[src/rtl/cache_state_pkg.sv]
// ---------------------------------------------------------------------------
// cache_state_pkg
// Shared definitions for the cache state array:
//   - flush walker FSM state encoding (IDLE, FLUSH)
//   - bit positions inside one per-way state element
// Optional feature macro used by the array: CACHE_STATE_ARRAY_PARITY_EN
// ---------------------------------------------------------------------------
package cache_state_pkg;

  typedef enum logic {
    IDLE  = 1'b0,
    FLUSH = 1'b1
  } walker_state_e;

  // Meaning of the low bits of a state element; wider elements keep
  // controller-defined bits above these.
  localparam int VALID_BIT = 0;
  localparam int DIRTY_BIT = 1;

endpackage : cache_state_pkg

[src/rtl/cache_state_flush_walker.sv]
// ---------------------------------------------------------------------------
// cache_state_flush_walker
// Walks every set once after reset or on a flush request, emitting one
// clear per cycle. Accesses to the array are blocked while busy.
// Ports:
//   clk_in          clock
//   reset_in        synchronous active-high reset (restarts the walk)
//   flush_req_in    pulse; starts a walk when idle, ignored while walking
//   busy_out        registered; high while the walk is in progress
//   clear_en_out    clear set clear_set_out this cycle
//   clear_set_out   set index being cleared (the walk counter)
// ---------------------------------------------------------------------------
module cache_state_flush_walker
  import cache_state_pkg::*;
#(
  parameter int NUMBER_SETS           = 64,
  parameter int SET_PTR_WIDTH_IN_BITS = $clog2(NUMBER_SETS)
) (
  input  logic                             clk_in,
  input  logic                             reset_in,
  input  logic                             flush_req_in,
  output logic                             busy_out,
  output logic                             clear_en_out,
  output logic [SET_PTR_WIDTH_IN_BITS-1:0] clear_set_out
);

  localparam logic [SET_PTR_WIDTH_IN_BITS-1:0] LAST_SET =
    SET_PTR_WIDTH_IN_BITS'(NUMBER_SETS - 1);

  walker_state_e                    r_state;
  logic [SET_PTR_WIDTH_IN_BITS-1:0] r_counter;
  logic                             r_busy;

  always_ff @(posedge clk_in) begin
    if (reset_in) begin
      r_state   <= FLUSH;
      r_counter <= '0;
      r_busy    <= 1'b1;
    end else begin
      case (r_state)
        IDLE: begin
          if (flush_req_in) begin
            r_state   <= FLUSH;
            r_counter <= '0;
            r_busy    <= 1'b1;
          end
        end
        FLUSH: begin
          // Counter wraps to 0 naturally since NUMBER_SETS is a power of two.
          r_counter <= r_counter + SET_PTR_WIDTH_IN_BITS'(1);
          if (r_counter == LAST_SET) begin
            r_state <= IDLE;
            r_busy  <= 1'b0;
          end
        end
        default: begin
          r_state <= IDLE;
          r_busy  <= 1'b0;
        end
      endcase
    end
  end

  assign busy_out      = r_busy;
  // No clearing while reset is held: the walk starts on the first edge after release.
  assign clear_en_out  = (r_state == FLUSH) && !reset_in;
  assign clear_set_out = r_counter;

endmodule : cache_state_flush_walker

[src/rtl/cache_state_array.sv]
// ---------------------------------------------------------------------------
// cache_state_array
// Per-set, per-way state store for the L1 caches (bit 0 valid, bit 1 dirty).
// Registered one-cycle read, multi-hot way writes, hardware flush walker.
// Optional feature: define CACHE_STATE_ARRAY_PARITY_EN to store one even
// parity bit per way and flag mismatches on reads; otherwise parity_error_out
// is tied low.
// Ports:
//   clk_in, reset_in         clock, synchronous active-high reset
//   access_en_in             access request (dropped while busy_out)
//   access_set_addr_in       target set
//   write_en_in              1 = write, 0 = read
//   write_way_select_in      multi-hot way mask for writes
//   write_element_in         value written into every selected way
//   flush_req_in             pulse: invalidate all sets
//   busy_out                 flush walk in progress
//   read_valid_out           one-cycle pulse, read data valid
//   read_set_state_out       whole set, way w at [w*S +: S]
//   parity_error_out         parity mismatch on the returned set
// ---------------------------------------------------------------------------
module cache_state_array
  import cache_state_pkg::*;
#(
  parameter int SINGLE_ELEMENT_SIZE_IN_BITS = 2,
  parameter int NUMBER_SETS                 = 64,
  parameter int NUMBER_WAYS                 = 16,
  parameter int SET_PTR_WIDTH_IN_BITS       = $clog2(NUMBER_SETS)
) (
  input  logic                                                clk_in,
  input  logic                                                reset_in,
  input  logic                                                access_en_in,
  input  logic [SET_PTR_WIDTH_IN_BITS-1:0]                    access_set_addr_in,
  input  logic                                                write_en_in,
  input  logic [NUMBER_WAYS-1:0]                              write_way_select_in,
  input  logic [SINGLE_ELEMENT_SIZE_IN_BITS-1:0]              write_element_in,
  input  logic                                                flush_req_in,
  output logic                                                busy_out,
  output logic                                                read_valid_out,
  output logic [SINGLE_ELEMENT_SIZE_IN_BITS*NUMBER_WAYS-1:0]  read_set_state_out,
  output logic                                                parity_error_out
);

  localparam int S = SINGLE_ELEMENT_SIZE_IN_BITS;
  localparam int W = NUMBER_WAYS;

  logic                             w_busy;
  logic                             w_clear_en;
  logic [SET_PTR_WIDTH_IN_BITS-1:0] w_clear_set;
  logic                             w_wr_accept;
  logic                             w_rd_accept;
  logic [S*W-1:0]                   w_rd_set;

  cache_state_flush_walker #(
    .NUMBER_SETS          (NUMBER_SETS),
    .SET_PTR_WIDTH_IN_BITS(SET_PTR_WIDTH_IN_BITS)
  ) u_walker (
    .clk_in       (clk_in),
    .reset_in     (reset_in),
    .flush_req_in (flush_req_in),
    .busy_out     (w_busy),
    .clear_en_out (w_clear_en),
    .clear_set_out(w_clear_set)
  );

  // busy is registered, so an access in the same cycle as flush_req_in is
  // still accepted before the walk begins.
  assign w_wr_accept = access_en_in && !w_busy && !reset_in && write_en_in;
  assign w_rd_accept = access_en_in && !w_busy && !reset_in && !write_en_in;

`ifdef CACHE_STATE_ARRAY_PARITY_EN
  logic [W-1:0] w_par_mismatch;
`endif

  // One storage column per way; the walker and accesses never overlap since
  // accesses are blocked while the walk is busy.
  genvar gi;
  generate
    for (gi = 0; gi < W; gi++) begin : g_way
      logic [S-1:0] r_elem_mem [NUMBER_SETS];

      always_ff @(posedge clk_in) begin
        if (w_clear_en) begin
          r_elem_mem[w_clear_set] <= '0;
        end else if (w_wr_accept && write_way_select_in[gi]) begin
          r_elem_mem[access_set_addr_in] <= write_element_in;
        end
      end

      assign w_rd_set[gi*S +: S] = r_elem_mem[access_set_addr_in];

`ifdef CACHE_STATE_ARRAY_PARITY_EN
      logic r_par_mem [NUMBER_SETS];

      always_ff @(posedge clk_in) begin
        if (w_clear_en) begin
          r_par_mem[w_clear_set] <= 1'b0;
        end else if (w_wr_accept && write_way_select_in[gi]) begin
          r_par_mem[access_set_addr_in] <= ^write_element_in;
        end
      end

      // Recompute from the stored element and compare with the stored bit.
      assign w_par_mismatch[gi] = (^w_rd_set[gi*S +: S]) ^ r_par_mem[access_set_addr_in];
`endif
    end
  endgenerate

  logic           r_read_valid;
  logic [S*W-1:0] r_read_data;

  always_ff @(posedge clk_in) begin
    if (reset_in) begin
      r_read_valid <= 1'b0;
      r_read_data  <= '0;
    end else begin
      r_read_valid <= w_rd_accept;
      // Data holds its last value between accepted reads.
      if (w_rd_accept) begin
        r_read_data <= w_rd_set;
      end
    end
  end

`ifdef CACHE_STATE_ARRAY_PARITY_EN
  logic r_parity_err;

  always_ff @(posedge clk_in) begin
    if (reset_in) begin
      r_parity_err <= 1'b0;
    end else begin
      r_parity_err <= w_rd_accept && (|w_par_mismatch);
    end
  end

  assign parity_error_out = r_parity_err;
`else
  assign parity_error_out = 1'b0;
`endif

  assign busy_out           = w_busy;
  assign read_valid_out     = r_read_valid;
  assign read_set_state_out = r_read_data;

endmodule : cache_state_array

[config.mk]
export PLATFORM = sky130hd
export DESIGN_NAME = cache_state_array
export DESIGN_NICKNAME = d
export VERILOG_FILES = /design/src/rtl/cache_state_pkg.sv /design/src/rtl/cache_state_flush_walker.sv /design/src/rtl/cache_state_array.sv
export SDC_FILE = /design/constraint.sdc
export NUM_CORES = 2
export LEC_CHECK = 0
export ABC_CLOCK_PERIOD_IN_PS = 10900
export CORE_UTILIZATION = 40
export DETAILED_ROUTE_END_ITERATION = 8
export MAX_ROUTING_LAYER = met4
export PLACE_DENSITY = 0.65
export SYNTH_ARGS = -nofsm -noshare
export SYNTH_HDL_FRONTEND = slang
export SYNTH_SLANG_ARGS = --single-unit
[constraint.sdc]
create_clock -name clk_in -period 10.9 [get_ports clk_in]
set_input_delay 3.27 -clock clk_in [delete_from_list [all_inputs] [get_ports clk_in]]
set_output_delay 3.27 -clock clk_in [all_outputs]
set_load 0.05 [all_outputs]
==> results.cfg <==
[outcome]
status = finished, final reports clean

[global_route]
grt_max_degree = 131
grt_pass1_wl_microns = 339000
antenna_found_initial = 9
grt_pass1_vias = 49214
grt.total_usage_pct = 22.0
overflow = 0

[pwr]
ir_drop_v = 0.000171
internal_power_mw = 13.0
power_frac_clock_pct = 43.5
p_leak_nw = 28.0
p_sw_mw = 3.49
power_density_nw_per_um2 = 169
p_sw_share_pct = 21.2
combPwrFrac_pct = 3.5
finalPower_mw = 16.4
p_seq_share_pct = 53.0

[synthesis]
yosys_most_used_dff = edfxtp_1
avgSynthCellArea_sq_um = 17.4
synthCells = 4967
netlist_area_sq_um = 86200
yosysWarnings = 0
synth_seq_area_share_pct = 72.3
synth-edff-count = 2048
synth-async-reset-ratio_pct = 0
synth.distinct_cells = 53
syn-num-nets = 4997
ys_seq_elements = 2089

[floorplan]
core_sq_um = 214000
fp.dieW_microns = 466
die_h_microns = 466
start_util_pct = 40.2
rows = 170
die-area_sq_um = 217000
io_pins = 64

[finish]
layout_commonest_cell = edfxtp_1
layout.nets = 5082
syn_to_final_growth_pct = 12.6
layout_common_cells = edfxtp_1 (2048), nor2_1 (813), mux4_2 (512)
drive_gt1_share_pct = 20.1
fin_util_pct = 45.3
fillers = 18233

[timing]
period_share_pct = 61.2
whs_ns = 0.572
max_freq_ghz = 0.150
setup_viol = 0
grt_setup_unrepaired = false
slew_headroom_pct = 1.34
period_minus_slack_ns = 6.67
hold_viol = 0
drv_slew = 0
fin_worst_skew_ns = 0.0437
setup_tns_ns = 0
worst_pin_slew_ns = 1.48

[setup_path]
crit_arrival_ns = 7.18
crit_path_top_delay_cell = nor3_2
startpoint_type = primary input
cp_max_fo = 32
crit_path_frequent_cell = buf_4
endpoint_kind = flip-flop
reg2regPathDepth = 5
path_cells = clkdlybuf4s50_1 > buf_4 > inv_2 > nand2_1 > nor3_2 > buf_4 > a21oi_1 > nor3_1
cpPeakStageDelay_ns = 1.06
worstPathRequired_ns = 11.41
worstSetupPathType = in2reg

[routing]
ant_nets = 0
wl_microns = 234000
post_drt_via_cell_ratio = 6.02
wl_per_cell_microns = 29.0
drtIter0Drc = 6571
drc = 0
vias = 48634
firstDrtPassIters = 6

[clocking]
clockBufferDepth = 3
root_buffer = clkbuf_16
cts-hold-fix-buffers = 0
cts_tree = built
htree_levels = 4
cts-resized-gates = 0
worstSkewPairLatency_ns = 0.86
path_clk_slew_ns = 0.06
cts.sinks = 2089
cts_buffers = 205
post-cts-setup-buffers = 0

[min_path]
hold_class = reg2reg
hold_path_depth = 3

[job]
cap_violations = 0

[place]
port_buffers = 62
place_congestion = 0.838
dp_hpwl_microns = 137000
[per-layer routing]
layer	routed length, microns	global-route usage [%]	share of wire [%]
met1	90600	29.0	39
met2	111000	33.4	47
met3	24000	4.96	10
met4	8930	8.66	3.8
met5	0	-	0
[area by class of cell]
class / instances / area [sq um] / share of cell area, %
flip-flops and latches: 2089 / 62300 / 64.2
multi-input cells: 2560 / 22700 / 23.4
clock buffers: 261 / 5510 / 5.68
well taps: 2838 / 3550 / 3.66
repair buffers: 188 / 1650 / 1.70
clock inverters: 123 / 1270 / 1.31
inverters: 8 / 30.0 / 0.0309
diodes: 10 / 25.0 / 0.0258
[power by group through the flow]
stage               clock network [mW]  registers, mW  logic, mW
floorplan                            0           8.89      0.344
global placement                     0           8.89      0.565
detailed placement                   0           8.89      0.569
CTS                               7.21           8.72      0.571
global route                      7.52           8.72      0.594
finish                            7.15           8.72      0.578
[cell families after synthesis]
family | count (synthesis) | share of synthesized area [%]
simple gates | 1431 | 7.46
buf+inv | 318 | 1.64
flops | 2089 | 72.3
compound gates | 464 | 3.42
mux | 663 | 15.2
fa+ha+maj | 1 | 0.0145
other cells | 1 | 0.00435
[sequential cells by signal (all words and copies together) (netlist names)]
signal,flops
u_walker.clear_set_out,6
u_walker.busy_out,1
u_walker.r_state,1
read_set_state_out,32
read_valid_out,1
g_way.r_elem_mem,2048
[path summary, 6_finish.rpt]
kind	from	endpoint	slack, ns
worst max-delay path	reset_in	g_way[8].r_elem_mem[57][0]$_DFFE_PP_	4.23
worst min-delay path	read_set_state_out[6]$_SDFFE_PP0P_	read_set_state_out[6]$_SDFFE_PP0P_	0.57
worst max register to register	u_walker.r_state$_SDFF_PP1_	g_way[6].r_elem_mem[22][0]$_DFFE_PP_	6.75
worst min register to register	read_set_state_out[6]$_SDFFE_PP0P_	read_set_state_out[6]$_SDFFE_PP0P_	0.57
[stage by stage]
| step | worst slack [ns] | area (sq um) | cells |
|---|---|---|---|
| 3_5_place_dp | 3.49 | 90200 | 7681 |
| 5_1_grt | 4.11 | 97000 | 8071 |
| 6_report | 4.23 | 97000 | 8077 |
| 3_3_place_gp | 3.58 | 90200 | 7681 |
| 2_1_floorplan | 5.17 | 86200 | 4967 |
| 4_1_cts | 4.40 | 97000 | 8065 |
[synth_stat cells, drive strengths merged (10+ instances only)]
cell type,instances,share of area (%)
mux2,10,0.13
nor2b,17,0.12
a211oi,32,0.28
nor2,825,3.6
and2,66,0.48
and3,19,0.14
a22oi,157,1.4
clkbuf,179,0.78
mux4,512,13
o22ai,32,0.23
nor3,306,1.8
nand4,19,0.14
nand3,31,0.24
or4,33,0.29
a21oi,191,1.1
o211ai,29,0.25
edfxtp,2048,71
nand2b,21,0.15
buf,131,0.83
mux2i,141,1.6
nand2,75,0.33
dfxtp,41,0.95
[critical path: cells and delay by family]
kind	cells	cell delay [ns]
AND/OR/NAND/NOR	3	1.85
buffers and inverters	4	1.78
AO/OA/AOI/OAI	1	0.23
No activity file was read; power rests on OpenSTA's default activity.
